`src/rtl/mac_pkg.sv`:
```
// Shared types and helpers for the MAC sequencer: FSM encoding, operand/accumulator widths,
// and the partial-product generator that feeds the Dadda tree.
package mac_pkg;

  localparam int ACC_W = 16;
  localparam int OP_W  = 8;

  typedef enum logic [1:0] {
    ST_IDLE  = 2'd0,
    ST_RUN   = 2'd1,
    ST_DRAIN = 2'd2,
    ST_DONE  = 2'd3
  } mac_state_e;

  // bit [OP_W*i+j] = a[i] & b[j], i.e. P[i][j] with weight i+j
  function automatic logic [OP_W*OP_W-1:0] pp_gen(input logic [OP_W-1:0] a,
                                                  input logic [OP_W-1:0] b);
    logic [OP_W*OP_W-1:0] pp;
    pp = '0;
    for (int i = 0; i < OP_W; i++) begin
      for (int j = 0; j < OP_W; j++) begin
        pp[OP_W*i+j] = a[i] & b[j];
      end
    end
    return pp;
  endfunction

endpackage

```
`src/rtl/mac_sequencer.sv`:
```
// Operand register + accumulator around the Dadda MAC tree; one beat/cycle, result 1 cycle after last beat.
// in_ready drops while the last beat retires and in DONE until out_ready; MAC_SAT_EN selects saturating accumulation.
module mac_sequencer
  import mac_pkg::*;
#(
  parameter int CNT_W = 8
) (
  input  logic                 clk,
  input  logic                 rst,
  input  logic                 in_valid,
  output logic                 in_ready,
  input  logic [OP_W-1:0]      in_a,
  input  logic [OP_W-1:0]      in_b,
  input  logic                 in_last,
  output logic [OP_W*OP_W-1:0] pp_out,
  output logic [ACC_W-1:0]     acc_out,
  input  logic [ACC_W:0]       mac_in,
  output logic                 out_valid,
  input  logic                 out_ready,
  output logic [ACC_W-1:0]     out_data,
  output logic                 out_ovf,
  output logic [CNT_W-1:0]     out_count
);

  localparam logic [1:0] S_IDLE  = ST_IDLE;
  localparam logic [1:0] S_RUN   = ST_RUN;
  localparam logic [1:0] S_DRAIN = ST_DRAIN;
  localparam logic [1:0] S_DONE  = ST_DONE;

  logic [1:0]       r_state;
  logic [OP_W-1:0]  r_a;
  logic [OP_W-1:0]  r_b;
  logic             r_last;
  logic             r_v;
  logic [ACC_W-1:0] r_acc;
  logic             r_ovf;
  logic [CNT_W-1:0] r_cnt;

  logic             w_retire;
  logic             w_take;
  logic [ACC_W-1:0] w_acc_nxt;
  logic [CNT_W-1:0] w_cnt_nxt;

  assign w_retire = (r_state == S_RUN) && r_v && r_last;
  // rst gates in_ready so the port reads 0 for as long as reset is held
  assign in_ready = !rst && ((r_state == S_IDLE) || ((r_state == S_RUN) && !w_retire));
  assign w_take   = in_valid && in_ready;

`ifdef MAC_SAT_EN
  assign w_acc_nxt = (mac_in[ACC_W] || r_ovf) ? {ACC_W{1'b1}} : mac_in[ACC_W-1:0];
`else
  assign w_acc_nxt = mac_in[ACC_W-1:0];
`endif

  assign w_cnt_nxt = (&r_cnt) ? r_cnt : r_cnt + {{(CNT_W-1){1'b0}}, 1'b1};

  always_ff @(posedge clk) begin
    if (rst) begin
      r_state <= S_IDLE;
      r_a     <= '0;
      r_b     <= '0;
      r_last  <= 1'b0;
      r_v     <= 1'b0;
      r_acc   <= '0;
      r_ovf   <= 1'b0;
      r_cnt   <= '0;
    end else begin
      case (r_state)
        S_IDLE: begin
          r_acc <= '0;
          r_ovf <= 1'b0;
          r_cnt <= '0;
          if (w_take) begin
            r_a     <= in_a;
            r_b     <= in_b;
            r_last  <= in_last;
            r_v     <= 1'b1;
            r_state <= S_RUN;
          end
        end
        S_RUN: begin
          if (r_v) begin
            r_acc <= w_acc_nxt;
            r_ovf <= r_ovf | mac_in[ACC_W];
            r_cnt <= w_cnt_nxt;
          end
          if (w_take) begin
            r_a    <= in_a;
            r_b    <= in_b;
            r_last <= in_last;
            r_v    <= 1'b1;
          end else begin
            r_v <= 1'b0;
          end
          if (w_retire) r_state <= S_DONE;
        end
        S_DONE: begin
          if (out_ready) begin
            r_state <= S_IDLE;
            r_acc   <= '0;
            r_ovf   <= 1'b0;
            r_cnt   <= '0;
          end
        end
        default: r_state <= S_IDLE;
      endcase
    end
  end

  // zero partial products on bubbles make the tree return acc unchanged
  assign pp_out    = r_v ? pp_gen(r_a, r_b) : '0;
  assign acc_out   = r_acc;
  assign out_valid = (r_state == S_DONE);
  assign out_data  = r_acc;
  assign out_ovf   = r_ovf;
  assign out_count = r_cnt;

endmodule

```
`config.mk`:
```
export PLATFORM = sky130hd
export DESIGN_NAME = mac_sequencer
export DESIGN_NICKNAME = d
export VERILOG_FILES = /design/src/rtl/mac_pkg.sv /design/src/rtl/mac_sequencer.sv
export SDC_FILE = /design/constraint.sdc
export NUM_CORES = 1
export LEC_CHECK = 0
export BUFFER_PORTS_ARGS = -buffer_cell sky130_fd_sc_hd__buf_2
export CAP_MARGIN = 20
export CORE_MARGIN = 3
export CORE_UTILIZATION = 47
export DETAILED_ROUTE_END_ITERATION = 10
export PLACE_DENSITY = 0.85
export SLEW_MARGIN = 15
export SYNTH_ARGS = -nofsm -noshare
export SYNTH_HDL_FRONTEND = slang
export SYNTH_SLANG_ARGS = --single-unit
```
`constraint.sdc`:
```
create_clock -name clk -period 4.6 [get_ports clk]
set_input_delay 0 -clock clk [delete_from_list [all_inputs] [get_ports clk]]
set_output_delay 0 -clock clk [all_outputs]
set_load 0.02 [all_outputs]
```
======== Word level (Yosys, flattened, before mapping) ========
Index checks and enable logic that the tools add are counted.
cells by class
  bitwise gates (word level) .............. 65
  reduce and logical (&&, ||, !) cells .... 18
  multiplexer cells ....................... 18
  $add $sub $neg .......................... 1
  eq/ne operators ......................... 7
operators by type and width
  kind                                                                     count
  1-bit AND                                                                64
  64-bit 2-to-1 mux                                                        1
  16-bit case mux with 3 select lines                                      1
  16-bit 2-to-1 mux                                                        2
  8-bit 2-to-1 mux                                                         3
  8-bit case mux with 3 select lines                                       1
  8-bit by 1-bit adder with 8-bit output, second input constant            1
  2-bit inequality test, second input constant                             4
  8-bit AND reduction                                                      1
  2-bit 2-to-1 mux                                                         3
  2-bit case mux with 3 select lines                                       1
  3-bit AND reduction                                                      2
  1-bit logical AND                                                        5
  1-bit 2-to-1 mux                                                         4
  2-bit AND reduction                                                      2
  4-bit AND reduction                                                      1
  1-bit case mux with 3 select lines                                       1
  3-bit nonzero test                                                       1
  2-bit by 1-bit equality test with 1-bit output, second input constant    1
  2-bit equality test, second input constant                               1
  1-bit zero test                                                          2
  2-bit zero test                                                          1
  2-bit by 1-bit inequality test with 1-bit output, second input constant  1
  1-bit case mux with 2 select lines                                       1
  4 further kinds                                                          4
storage, ports and cells
  output and inout port bits .............. 107
  logic and storage cells ................. 117
  register bits after elaboration ......... 45
  bits of input ports ..................... 38

======== Logic depth before layout (Yosys ltp) ========
  depth in word-level cells ............... 10
  gate-level depth with buffers ........... 7
  depth with buffers taken out ............ 5

======== Worst setup path after synthesis ========
No wires, ideal clock.
  path kind ............................... reg-to-reg
  from .................................... register r_state[1]
  to ...................................... register r_a[0]
  buffers on the path ..................... 2
  library setup time ...................... 0.132 ns
  cell stages (with the launch flop) ...... 7
  setup slack ............................. 2.939 ns
  data required time ...................... 4.468 ns
  data arrival time ....................... 1.529 ns
  period minus slack after synthesis ...... 1.661 ns
  path through ............................ dfxtp_1 buf_2 a311oi_2 nand2_1 buf_2 nand2_1 a21oi_1
on the way
  cells in the longest elaborated chain, start to end .. 9
  elaborated cells between the ends (all ways) .. 11
  classes of those cells .................. 1 x eq/ne; 10 x reduce/logical
ends and longest elaborated chain
  item                                            RTL line                                  RTL
  start, declared                                 mac_sequencer.sv:30                       logic [1:0] r_state;
  start signal, assigned                          mac_sequencer.sv:59                       r_state <= S_IDLE;
  start signal, assigned                          mac_sequencer.sv:78                       r_state <= S_RUN;
  start signal, assigned                          mac_sequencer.sv:95                       if (w_retire) r_state <= S_DONE;
  2-bit by 1-bit equality test with 1-bit output  mac_sequencer.sv:44, mac_sequencer.sv:46
  1-bit logical AND (2 in series)                 mac_sequencer.sv:44                       assign w_retire = (r_state == S_RUN) && r_v && r_last;
  1-bit zero test                                 mac_sequencer.sv:46                       assign in_ready = !rst && ((r_state == S_IDLE) || ((r_state == S_RUN) && !w_retire));
  1-bit logical AND                               mac_sequencer.sv:46
  1-bit logical OR *                              mac_sequencer.sv:46
  1-bit logical AND *                             mac_sequencer.sv:46
  net in_ready                                    mac_sequencer.sv:11                       output logic in_ready,
  1-bit logical AND *                             mac_sequencer.sv:47                       assign w_take = in_valid && in_ready;
  2-bit AND reduction (no line) *                 -
  end signal, assigned                            mac_sequencer.sv:74                       r_a <= in_a;
  end signal, assigned                            mac_sequencer.sv:88                       r_a <= in_a;
  end, declared                                   mac_sequencer.sv:31                       logic [OP_W-1:0] r_a;
Mark *: on every way through the listed nets, which the timed path passes. The rest lies on a longest branch.
A chain may end at the register's enable or synchronous reset.

======== Final worst setup path ========
  from .................................... register r_v
  to ...................................... register r_cnt[4] (netlist: out_count[4])
on the way
  cells in the longest elaborated chain, start to end .. 2
ends and longest elaborated chain
  item                             RTL line             RTL
  start, declared                  mac_sequencer.sv:34  logic r_v;
  start signal, assigned           mac_sequencer.sv:63  r_v <= 1'b0;
  start signal, assigned           mac_sequencer.sv:77  r_v <= 1'b1;
  start signal, assigned           mac_sequencer.sv:91  r_v <= 1'b1;
  2-bit inequality test (no line)  -
  4-bit AND reduction (no line)    -
  end signal, assigned             mac_sequencer.sv:85  r_cnt <= w_cnt_nxt;
  end, declared                    mac_sequencer.sv:37  logic [CNT_W-1:0] r_cnt;
Every way passes these cells.

==> qor.csv <==
metric,value,unit
status,completed,
ant_nets,0,
routabilityCongestion,0.788,
clock-sinks,45,
startpoint,r_v,
crit_path_top_delay_cell,or4_1,
synth_mux_area_share,0.473,%
cp-start-kind,flip-flop,
dr.pass1.iters,4,
num_vias,2848,
hold_class,in -> reg,
setup_viol,0,
worstHoldEndpoint,r_state[1],
cp_data_required_time,4830,ps
synth.avg_cell_area,7.66,µm²
fmax,451,MHz
cp.arrival,2440,ps
postSynth.asyncResetShare,0,%
slew_violations,0,
cts_tree,done,
r2r_cells,5,
die_w,77.2,µm
tns,0,ps
yosysWarnings,0,
synth_cells,311,
yosysTopAreaCellShare,37.8,%
synth_area_leaders,"dfxtp_1 38%, and3_1 17%, nand2_1 9.0%",
synth_edf_count,0,
yosys.area.top_type,dfxtp_1,
drive_above_1_share,34.3,%
yosys.area_share.xor_xnor,0,%
clock-skew-final,7.74,ps
worstPathMaxFanout,68,
ys_ff_latch,45,
routed_via_density,5.39,
maxCapViolCount,0,
hold_viol_final,0,
synth_nets,350,
drtIter0Drc,143,
crit_path_max_incr_delay,640,ps
fill_cells,429,
critPathBufInv,1,
reg2reg_from,r_v,
io_pins,145,
hold_depth,3,
cts.htree.levels,2,
antenna_found_initial,0,
holdWs,45.1,ps
crit_family,simple AND/OR/NAND/NOR gates,
synth_fa_ha_area_share,0.525,%
die_y,77.2,µm
placed_area,2950,µm²
yosysSeqAreaShare,37.8,%
rows,25,
final_area,3390,µm²
synth_area,2380,µm²
ff2ff_setup_slack,2380,ps
crit_chain,"buf_4, or3b_4, nand2_1, or4_1, a21oi_1",
clockBufferDepth,2,
fin_crit_sh,48.2,%
powerDensity,235,nW/µm²
period_needed,2220,ps
area_delta_synth_final,42.2,%
end_kind,flip-flop,
core,4820,µm²
tightestPinTransition,706,ps
min-delay-start,out_ready,
wl,7640,µm
ir_drop,0.214,mV
overflow,0,
cts_setup_buffers,0,
synth_top_family_by_area,simple AND/OR/NAND/NOR gates,
wl_per_cell,14.5,µm
die_area,5960,µm²
nets,498,
grt_pass1_vias,2584,
relSlewSlack,53.0,%
power,0.000794,W
grt_pass1_wl,12000,µm
grt_setup_unrepaired,false,
cts_root_buf,clkbuf_8,
timing.rr.end,out_count[4],
synth_compound_area_share,13.6,%
path_class,reg -> reg,
start_util,49.4,%
synth-simple-area-share,37.2,%
gr-usage-all-layers,24.3,%
cts.reportedPaths.clkPinSlew,90,ps
synth.distinct_cells,40,
leakage,1.90,nW
worstSkewPairLatency,300,ps
synth_ff_type,dfxtp_1,
grt_max_degree,69,
route.detailed.drc,0,
cts_buffers,5,
port_buffers,144,
dp_hpwl,4800,µm
==> through the flow <==
| step | setup slack, ps | util [%] | cells |
|---|---|---|---|
| CTS | 2390 | 70.1 | 526 |
| global placement | 2530 | 61.2 | 484 |
| global route | 2250 | 70.2 | 527 |
| floorplan | 2940 | - | 311 |
| finish | 2380 | 70.3 | 528 |
| detailed placement | 2390 | 61.2 | 484 |
==> sequential cells by signal (all words and copies together) (netlist names) <==
signal,count
out_ovf,1
r_a,8
acc_out,16
r_state,2
r_last,1
r_b,8
out_count,8
r_v,1
==> area by class of cell <==
class                   instances  area (µm²)  area share (%)
clock buffers                   5        68.8            2.03
repair buffers                180        1080            31.8
multi-input cells             226        1230            36.4
flip-flops and latches         45         901            26.6
well taps                      67        83.8            2.48
inverters                       1        3.75           0.111
clock inverters                 3        17.5           0.517
diodes                          1        2.50          0.0739
==> timing repair <==
action,4_1_cts,5_1_grt
hold buffers,34,0
endpoints found under the hold margin,34,0
setup endpoints to repair,0,0
resized for setup,0,0
==> where the power goes <==
| group | switching [W] | internal [W] |
|---|---|---|
| Clock | 0.000135 | 0.000105 |
| Sequential | 0.0000210 | 0.000404 |
| Combinational | 0.0000731 | 0.0000561 |
| Total | 0.000229 | 0.000565 |
==> worst max-delay path by stage <==
stage,slack (ps),depth (start not counted),end
5_1_grt,2250,5,out_count[4]
6_report,2380,5,out_count[4]
2_1_floorplan,2940,6,r_a[0]
4_1_cts,2390,5,out_count[4]
3_5_place_dp,2390,5,out_count[4]
3_3_place_gp,2530,5,out_count[4]
==> Yosys cell counts, types with 2 or more instances <==
library cell	number
a21oi_1	40
nor3b_1	2
nor2_1	4
o21ai_0	4
nand2_1	57
nor3_1	3
o41ai_1	2
nor2b_1	3
and2_1	3
clkbuf_1	11
and3_1	66
buf_2	5
nand3_1	20
or4_1	2
dfxtp_1	45
buf_6	3
buf_4	18
==> kinds of logic after synthesis <==
logic type,Yosys count
flops,45
compound gates,56
simple gates,168
fa+ha+maj,1
mux,1
buf+inv,40
==> layout by cell type (no fill, tap or decap), types with 2 or more instances in the layout <==
| cell | n |
|---|---|
| dlygate4sd3_1 | 34 |
| nor3b_1 | 2 |
| dfxtp_1 | 45 |
| buf_2 | 144 |
| nor3_1 | 3 |
| or4_1 | 2 |
| clkbuf_8 | 5 |
| clkinv_2 | 2 |
| nand3_1 | 20 |
| and3_1 | 66 |
| nor2_1 | 4 |
| buf_4 | 2 |
| and2_1 | 3 |
| nand2_1 | 57 |
| o21ai_0 | 4 |
| a21oi_1 | 40 |
| nor2b_1 | 3 |
| o41ai_1 | 2 |
==> routing by layer <==
metal | share of wire, % | global-route usage [%]
met1 | 38 | 26.6
met5 | 0 | 0
met4 | 2.1 | 8.90
met2 | 50 | 44.7
met3 | 9.4 | 6.22
==> worst reg2reg max path: stages (launching register included) <==
cell,delay [ps]
dfxtp_1,320
buf_4,390
or3b_4,250
nand2_1,390
or4_1,640
a21oi_1,180
No activity file was read; power rests on OpenSTA's default activity.
